===== config.mk =====
export PLATFORM = sky130hd
export DESIGN_NAME = ucall_stack_flat
export DESIGN_NICKNAME = d
export VERILOG_FILES = /design/src/rtl/ucall_stack_if.sv /design/src/rtl/ucall_stack.sv /design/src/flat_wrapper.sv
export SDC_FILE = /design/constraint.sdc
export NUM_CORES = 1
export LEC_CHECK = 0
export BUFFER_PORTS_ARGS = -buffer_cell sky130_fd_sc_hd__buf_2
export CORE_ASPECT_RATIO = 1.25
export CORE_MARGIN = 8
export CORE_UTILIZATION = 51
export DETAILED_ROUTE_END_ITERATION = 8
export PLACE_DENSITY = 0.8
export SKIP_LAST_GASP = 1
export SLEW_MARGIN = 20
export SYNTH_ARGS = -nofsm -noshare
export SYNTH_HDL_FRONTEND = slang
export SYNTH_SLANG_ARGS = --single-unit

===== constraint.sdc =====
create_clock -name clk -period 6.61 [get_ports clk]
set_input_delay 1.6525 -clock clk [delete_from_list [all_inputs] [get_ports clk]]
set_output_delay 1.6525 -clock clk [all_outputs]
set_load 0.02 [all_outputs]

===== src/rtl/ucall_stack_if.sv =====
// ucall_stack_if -- bus between the microsequencer and the microcode call/return stack.
//   master (sequencer side): drives call, ret, addrIN and diagSEL.
//                            Receives addrOUT, depth, overflow, underflow and diagOUT.
//   slave  (stack side):     the mirror image of master.
interface ucall_stack_if #(
   parameter int WIDTH = 12,
   parameter int PTRW  = 4
);
   logic             call;       // push request (CALL or page fail)
   logic             ret;        // pop request (return dispatch)
   logic [WIDTH-1:0] addrIN;     // address to push
   logic [WIDTH-1:0] addrOUT;    // top of stack / return address
   logic [PTRW:0]    depth;      // valid entries, 0..DEPTH
   logic             overflow;   // sticky: push while full
   logic             underflow;  // sticky: pop while empty
   logic [PTRW-1:0]  diagSEL;    // diagnostic entry select, 0 = top
   logic [WIDTH-1:0] diagOUT;    // selected entry

   modport master (
      output call, ret, addrIN, diagSEL,
      input  addrOUT, depth, overflow, underflow, diagOUT
   );
   modport slave (
      input  call, ret, addrIN, diagSEL,
      output addrOUT, depth, overflow, underflow, diagOUT
   );
endinterface


===== src/rtl/ucall_stack.sv =====
// ucall_stack -- microcode call/return stack for the KS10 microsequencer.
// It uses a ring of DEPTH x WIDTH registers. A push writes mem[ptr] and advances ptr.
// The top of stack is mem[ptr-1]. When the stack is full, a push overwrites the oldest
// entry.
// Ports:
//   clk, rst  - clock and synchronous active-high reset. Reset overrides clken.
//   clken     - clock enable. All state holds while it is low.
//   bus       - ucall_stack_if.slave. It carries call/ret/addrIN in, addrOUT/depth/flags out,
//               and the diagSEL -> diagOUT read port.
// All outputs are combinational from registered state. No path exists from call or ret to
// any output.
module ucall_stack #(
   parameter int WIDTH = 12,
   parameter int DEPTH = 16,
   parameter int PTRW  = $clog2(DEPTH)
) (
   input  logic          clk,
   input  logic          rst,
   input  logic          clken,
   ucall_stack_if.slave  bus
);
   localparam logic [PTRW:0]   FULL = (PTRW+1)'(DEPTH);
   localparam logic [PTRW-1:0] ONE  = PTRW'(1);

   logic [WIDTH-1:0] mem [DEPTH];
   logic [PTRW-1:0]  ptr;
   logic [PTRW:0]    cnt;
   logic             ovf, unf;

   logic [PTRW-1:0]  topIdx, diagIdx;
   logic             isEmpty, isFull;

   assign topIdx  = ptr - ONE;
   assign diagIdx = ptr - ONE - bus.diagSEL;
   assign isEmpty = (cnt == '0);
   assign isFull  = (cnt == FULL);

   always_ff @(posedge clk) begin
      if (rst) begin
         for (int i = 0; i < DEPTH; i++) mem[i] <= '0;
         ptr <= '0;
         cnt <= '0;
         ovf <= 1'b0;
         unf <= 1'b0;
      end else if (clken) begin
         unique case ({bus.call, bus.ret})
            2'b10: begin
               mem[ptr] <= bus.addrIN;
               ptr      <= ptr + ONE;
               if (isFull) ovf <= 1'b1;   // oldest entry lost, count saturates
               else        cnt <= cnt + 1'b1;
            end
            2'b01: begin
               if (isEmpty) unf <= 1'b1;
               else begin
                  ptr <= ptr - ONE;       // contents left in place
                  cnt <= cnt - 1'b1;
               end
            end
            2'b11: begin
               // A page fail that coincides with a return replaces the top entry.
               // On an empty stack this degenerates into a push and flags underflow.
               if (isEmpty) begin
                  mem[ptr] <= bus.addrIN;
                  ptr      <= ptr + ONE;
                  cnt      <= (PTRW+1)'(1);
                  unf      <= 1'b1;
               end else begin
                  mem[topIdx] <= bus.addrIN;
               end
            end
            default: ;
         endcase
      end
   end

   assign bus.addrOUT   = isEmpty ? '0 : mem[topIdx];
   assign bus.diagOUT   = ({1'b0, bus.diagSEL} < cnt) ? mem[diagIdx] : '0;
   assign bus.depth     = cnt;
   assign bus.overflow  = ovf;
   assign bus.underflow = unf;
endmodule


===== src/flat_wrapper.sv =====
// flat-port wrapper written by rule: the top's interface ports become plain ports
module ucall_stack_flat 
#(
   parameter int WIDTH = 12,
   parameter int DEPTH = 16,
   parameter int PTRW  = $clog2(DEPTH)
)
  (clk, rst, clken, bus_call, bus_ret, bus_addrIN, bus_diagSEL, bus_addrOUT, bus_depth, bus_overflow, bus_underflow, bus_diagOUT);
  ucall_stack_if #(.WIDTH(WIDTH), .PTRW(PTRW)) bus_i ();
  input  logic clk;
  input  logic rst;
  input  logic clken;
  input wire logic [$bits(bus_i.call)-1:0] bus_call;
  input wire logic [$bits(bus_i.ret)-1:0] bus_ret;
  input wire logic [$bits(bus_i.addrIN)-1:0] bus_addrIN;
  input wire logic [$bits(bus_i.diagSEL)-1:0] bus_diagSEL;
  output wire logic [$bits(bus_i.addrOUT)-1:0] bus_addrOUT;
  output wire logic [$bits(bus_i.depth)-1:0] bus_depth;
  output wire logic [$bits(bus_i.overflow)-1:0] bus_overflow;
  output wire logic [$bits(bus_i.underflow)-1:0] bus_underflow;
  output wire logic [$bits(bus_i.diagOUT)-1:0] bus_diagOUT;
  assign bus_i.call = bus_call;
  assign bus_i.ret = bus_ret;
  assign bus_i.addrIN = bus_addrIN;
  assign bus_i.diagSEL = bus_diagSEL;
  assign bus_addrOUT = bus_i.addrOUT;
  assign bus_depth = bus_i.depth;
  assign bus_overflow = bus_i.overflow;
  assign bus_underflow = bus_i.underflow;
  assign bus_diagOUT = bus_i.diagOUT;
  ucall_stack #(.WIDTH(WIDTH), .DEPTH(DEPTH), .PTRW(PTRW)) u_core (.clk(clk), .rst(rst), .clken(clken), .bus(bus_i));
endmodule

==> After elaboration in Yosys (flattened, before gate mapping) <==
Memories as Yosys holds them, arrays and structs flattened.
Index checks and enable logic that the tools add are counted.
W data, S select, Z words.
{ "classes": {"reduce_logical": 9, "muxes": 32, "n_eq_ne": 7, "n_addsub": 5, "order_cmp": 1, "bitwise_logic": 1} }
{ "ops": {"columns": ["op", "count"], "rows": [
  ["$mux W12", 5],
  ["$reduce_or A12 Y1", 2],
  ["$mux W1", 18],
  ["$mux W4", 4],
  ["$mux W5", 3],
  ["$pmux W5 S3", 1],
  ["$pmux W4 S3", 1],
  ["$reduce_and A3 Y1", 2],
  ["$add A5 B1 Y5 const B", 1],
  ["$eq A5 B5 Y1 const B", 1],
  ["$logic_not A5 Y1", 1],
  ["$lt A4 B5 Y1", 1],
  ["$reduce_and A5 Y1", 1],
  ["$sub A5 B1 Y5 const B", 1],
  ["$add A4 B1 Y4 const B", 1],
  ["$eq A2 B2 Y1 const B", 2],
  ["$ne A2 B2 Y1 const B", 2],
  ["$reduce_and A4 Y1", 1],
  ["$sub A4 B1 Y4 const B", 1],
  ["$sub A4 B4 Y4", 1],
  ["$reduce_bool A3 Y1", 1],
  ["$eq A2 B1 Y1 const B", 1],
  ["$ne A2 B1 Y1 const B", 1],
  ["$reduce_or A2 Y1", 1],
  ["$or A1 B1 Y1", 1]
]} }
{ "word_totals": {"ram_bits": 192, "wordCells": 60, "n_memories": 1, "register_bits": 11} }
{ "mem_list": {"columns": ["memory", "words", "width", "rd", "rd_ports_with_merged_regs", "wr", "line_no", "text"], "rows": [
  ["u_core.mem", 16, 12, 2, 0, 16, "ucall_stack.sv:25", "logic [WIDTH-1:0] mem [DEPTH];"]
]} }

==> Depth between registers and ports, before layout <==
{ "depth": {"word_depth": 10, "mapped_depth": 14, "ltp_nobuf": 9} }

==> Worst setup path after synthesis <==
Ideal clock, no wire load.
{ "synth_timing": {"path_type": "input port to output port", "startpoint": "input port bus_diagSEL[0]", "endpoint": "output port bus_diagOUT[10]", "setup_slack_ns": 0.979, "n_path_buf": 2, "required_time_ns": 4.957, "t_arrival_ns": 3.978, "cell_stages": 7, "cell_sequence": "ha_1 fa_1 clkbuf_1 clkbuf_1 mux4_2 mux2i_1 a211oi_1"} }
{ "synth_between": {"elab_chain_len": 3, "word_cells_on_any_way": 4, "classes_between": "1 x add/sub; 1 x order compare; 1 x mux; 1 x memory"} }
{ "synth_lines": {"columns": ["element", "line_no", "text"], "rows": [
  ["start: declaration", "flat_wrapper.sv:16", "input wire logic [$bits(bus_i.diagSEL)-1:0] bus_diagSEL;"],
  ["$sub A4 B4 Y4", "ucall_stack.sv:34", "assign diagIdx = ptr - ONE - bus.diagSEL;"],
  ["$mem_v2 Z16 W12", null, null],
  ["$mux W12 *", "ucall_stack.sv:78", "assign bus.diagOUT = ({1'b0, bus.diagSEL} < cnt) ? mem[diagIdx] : '0;"],
  ["end: declaration", "flat_wrapper.sv:21", "output wire logic [$bits(bus_i.diagOUT)-1:0] bus_diagOUT;"]
]} }
Every way passes the cells marked *; elsewhere a longest branch is shown, timed or not.

==> Final worst setup path <==
{ "layout_timing": {"startpoint": "input port bus_diagSEL[0]", "endpoint": "output port bus_diagOUT[6]"} }
Same word-level chain as after synthesis.

==> impl_metrics.toml <==
[sta]
relSlewSlack_pct = 28.7
hold_violations = 0
grt_setup_unrepaired = "no"
finClkSkew_ns = 0.0112
tightest_slew_ns = 1.07
fmax_ghz = 0.170
fin_crit_sh_pct = 89.2
setup_violations = 0
hold_slack_ns = 0.468
drv_slew = 0
period_minus_slack_ns = 5.89
fin_setup_tns_ns = 0

[power_and_ir_drop]
leakage_nw = 4.70
irDropWorstVdd_v = 0.000255
cellPowerDensity_nw_per_um2 = 346
total_power_mw = 4.46

[critical_path]
end_kind = "primary output"
crit_fanout = 30
crit_slowest_cell = "fa_2"
crit_arrival_ns = 4.24
worst_path_largest_cell_delay_ns = 0.73
cp_common_cell = "buf_2"
crit_chain = "buf_2 > ha_4 > fa_2 > buf_12 > buf_4 > mux4_2 > mux2i_1 > a211oi_1 > buf_2"
worstSetupStartpointType = "input port"
cp.required_ns = 4.96
setup.worst_path.class = "input port to primary output"

[synthesis]
synthesis.area_um2 = 11600
synth_nets = 890
synth_top_area_cell = "edfxtp_1"
ys_ff_latch = 203
synth_async_sr_flop_share_pct = 0
synthCells = 856
synth_ff_type = "edfxtp_1"
synth_seq_area_share_pct = 51.4
syn_avg_cell_area_um2 = 13.6
synth_edf_count = 192
ys_types = 64
synth_area_leaders = "edfxtp_1 (50%), mux4_2 (19%), and2_1 (6.6%), a211oi_1 (2.5%), nor2_1 (2.3%)"
synth.top_cell.area_share_pct = 49.5
ys_warn_count = 0

[clock_network]
cts.sinks = 203
cts_max_level = 1
clk_latency_ns = 0.51
cts_buffer_depth = 3
ctsResizeCount = 0
postCtsSetupBuffers = 0
tritoncts = "yes"
hold_buffers = 0
clk_pin_slew_ns = 0.07
root_buffer = "clkbuf_16"
cts_buffers = 22

[detailed_routing]
num_vias = 7797
viasPerCell = 6.59
wl_per_cell_um = 26.6
firstDrtPassIters = 5
drc_errors = 0
drtAntennaViolNets = 0
drt_first_iter_violations = 962
routed_wl_mm = 31.4

[grt]
grt_first_pass_wirelength_mm = 47.9
track_usage_pct = 22.9
grt_max_degree = 48
grt_pass1_vias = 8046
antenna_found_initial = 0
overflow = 0

[placed_design]
portBuffers = 51
placedCellCount = 1144
dp_hpwl_mm = 20.4
gp_congestion = 0.889

[die]
die-width_um = 151
rows = 62
start_util_pct = 51.2
dieHeight_um = 185
io_pins = 52
fp.coreArea_um2 = 22700
die_area_um2 = 28000

[layout]
fin_util_pct = 56.7
seqCellArea_um2 = 5990
fill_cells = 1756
area_growth_pct = 10.7
diodes = 0
multi_input_area_um2 = 5300
nNetsFinal = 914
stdcell_count = 1183
drive_gt1_share_pct = 27.4

[min_path]
hold_class = "flop to flop"

[flow_run]
drv_cap = 0

[outcome]
outcome = "completed"
-- area by class of cell --
cell class,instances,share of cell area [%]
sequential,203,46.5
multi-input combinational,563,41.1
clock buffer,26,4.55
timing repair buffer,78,3.75
tap,288,2.80
clock inverter,13,0.971
inverter,12,0.349
-- synth_stat cells, types with 3 or more instances --
library cell and n:
buf_2 29, or2_2 10, edfxtp_1 192, a211oi_2 9, or2_1 4, and3_1 24
inv_1 11, clkbuf_1 37, a21o_1 4, dfxtp_1 11, mux2i_1 19, xnor2_1 4
ha_1 11, o21ai_0 8, nand2_1 27, nor3_1 16, a211oi_1 39, mux4_2 96
nor2b_1 26, xor2_1 4, nand2b_1 3, nand3b_1 4, nor2_1 71, buf_4 6
and2_1 122, a21oi_1 10, o22ai_1 12, nand3_1 4
-- registers in the layout, indices dropped and copies added, names as in the netlist --
register and count:
u_core.bus.depth 5, u_core.ptr 4, u_core.bus.overflow 1, u_core.mem 192, u_core.bus.underflow 1
-- layer usage --
metal  vias to the layer above  share of wire, %  global-route usage [%]
li1                       3320                 -                       -
met1                      3889                37                    29.1
met2                       509                50                    38.2
met3                        79                10                    3.72
met4                         0               3.6                    9.52
met5                         -                 0                       0
-- critical path, delay by kind of cell --
family | cells | cell delay [ns]
mux | 2 | 0.33
buf+inv | 4 | 0.92
compound gates | 1 | 0.44
fa+ha+maj | 2 | 0.89
-- final timing paths --
check | startpoint | end | slack, ns | cells after the start
max reg2reg | u_core.ptr[0] | u_core.mem[15][9] | 2.68 | 8
min reg2reg | u_core.bus.overflow | u_core.bus.overflow | 0.47 | 2
min | u_core.bus.overflow | u_core.bus.overflow | 0.47 | 2
max | bus_diagSEL[0] | bus_diagOUT[6] | 0.72 | 9
-- placed cells by master, fill, tap and decap left out, types with 3 or more instances in the layout --
master | netlist | routed
a211oi_1 | 39 | 39
a211oi_2 | 9 | 9
a21o_1 | 4 | 4
a21oi_1 | 10 | 10
and2_1 | 122 | 122
and3_1 | 24 | 24
buf_2 | 29 | 51
buf_4 | 6 | 25
clkbuf_1 | 37 | 3
clkbuf_16 | 0 | 23
clkinv_1 | 1 | 4
clkinv_2 | 0 | 4
dfxtp_1 | 11 | 10
edfxtp_1 | 192 | 192
ha_1 | 11 | 10
inv_1 | 11 | 11
mux2i_1 | 19 | 19
mux4_2 | 96 | 96
nand2_1 | 27 | 27
nand2b_1 | 3 | 3
nand3_1 | 4 | 4
nand3b_1 | 4 | 4
nor2_1 | 71 | 71
nor2b_1 | 26 | 26
nor3_1 | 16 | 16
o21ai_0 | 8 | 7
o22ai_1 | 12 | 12
or2_1 | 4 | 4
or2_2 | 10 | 10
xnor2_1 | 4 | 4
-- cells by family after synthesis --
group | count (synthesis) | synth area share [%]
flops | 203 | 51.4
buf+inv | 90 | 3.56
xor+xnor | 9 | 0.806
fa+ha+maj | 13 | 1.53
simple gates | 324 | 15.6
mux | 117 | 20.4
compound gates | 100 | 6.73
-- report_power, final --
part	internal, mW	switching (mW)	leakage, nW
registers	1.47	0.0571	2.07
logic	0.688	1.02	2.27
clock network	0.715	0.506	0.348
-- per-stage QoR --
step,setup WS (ns),instance area (µm²)
after global routing,0.491,12900
after floorplan,0.979,11600
after detailed placement,0.787,12200
after CTS,0.759,12900
final,0.716,12900
after global placement,0.802,12200
Power figures use the tool's default switching activity.
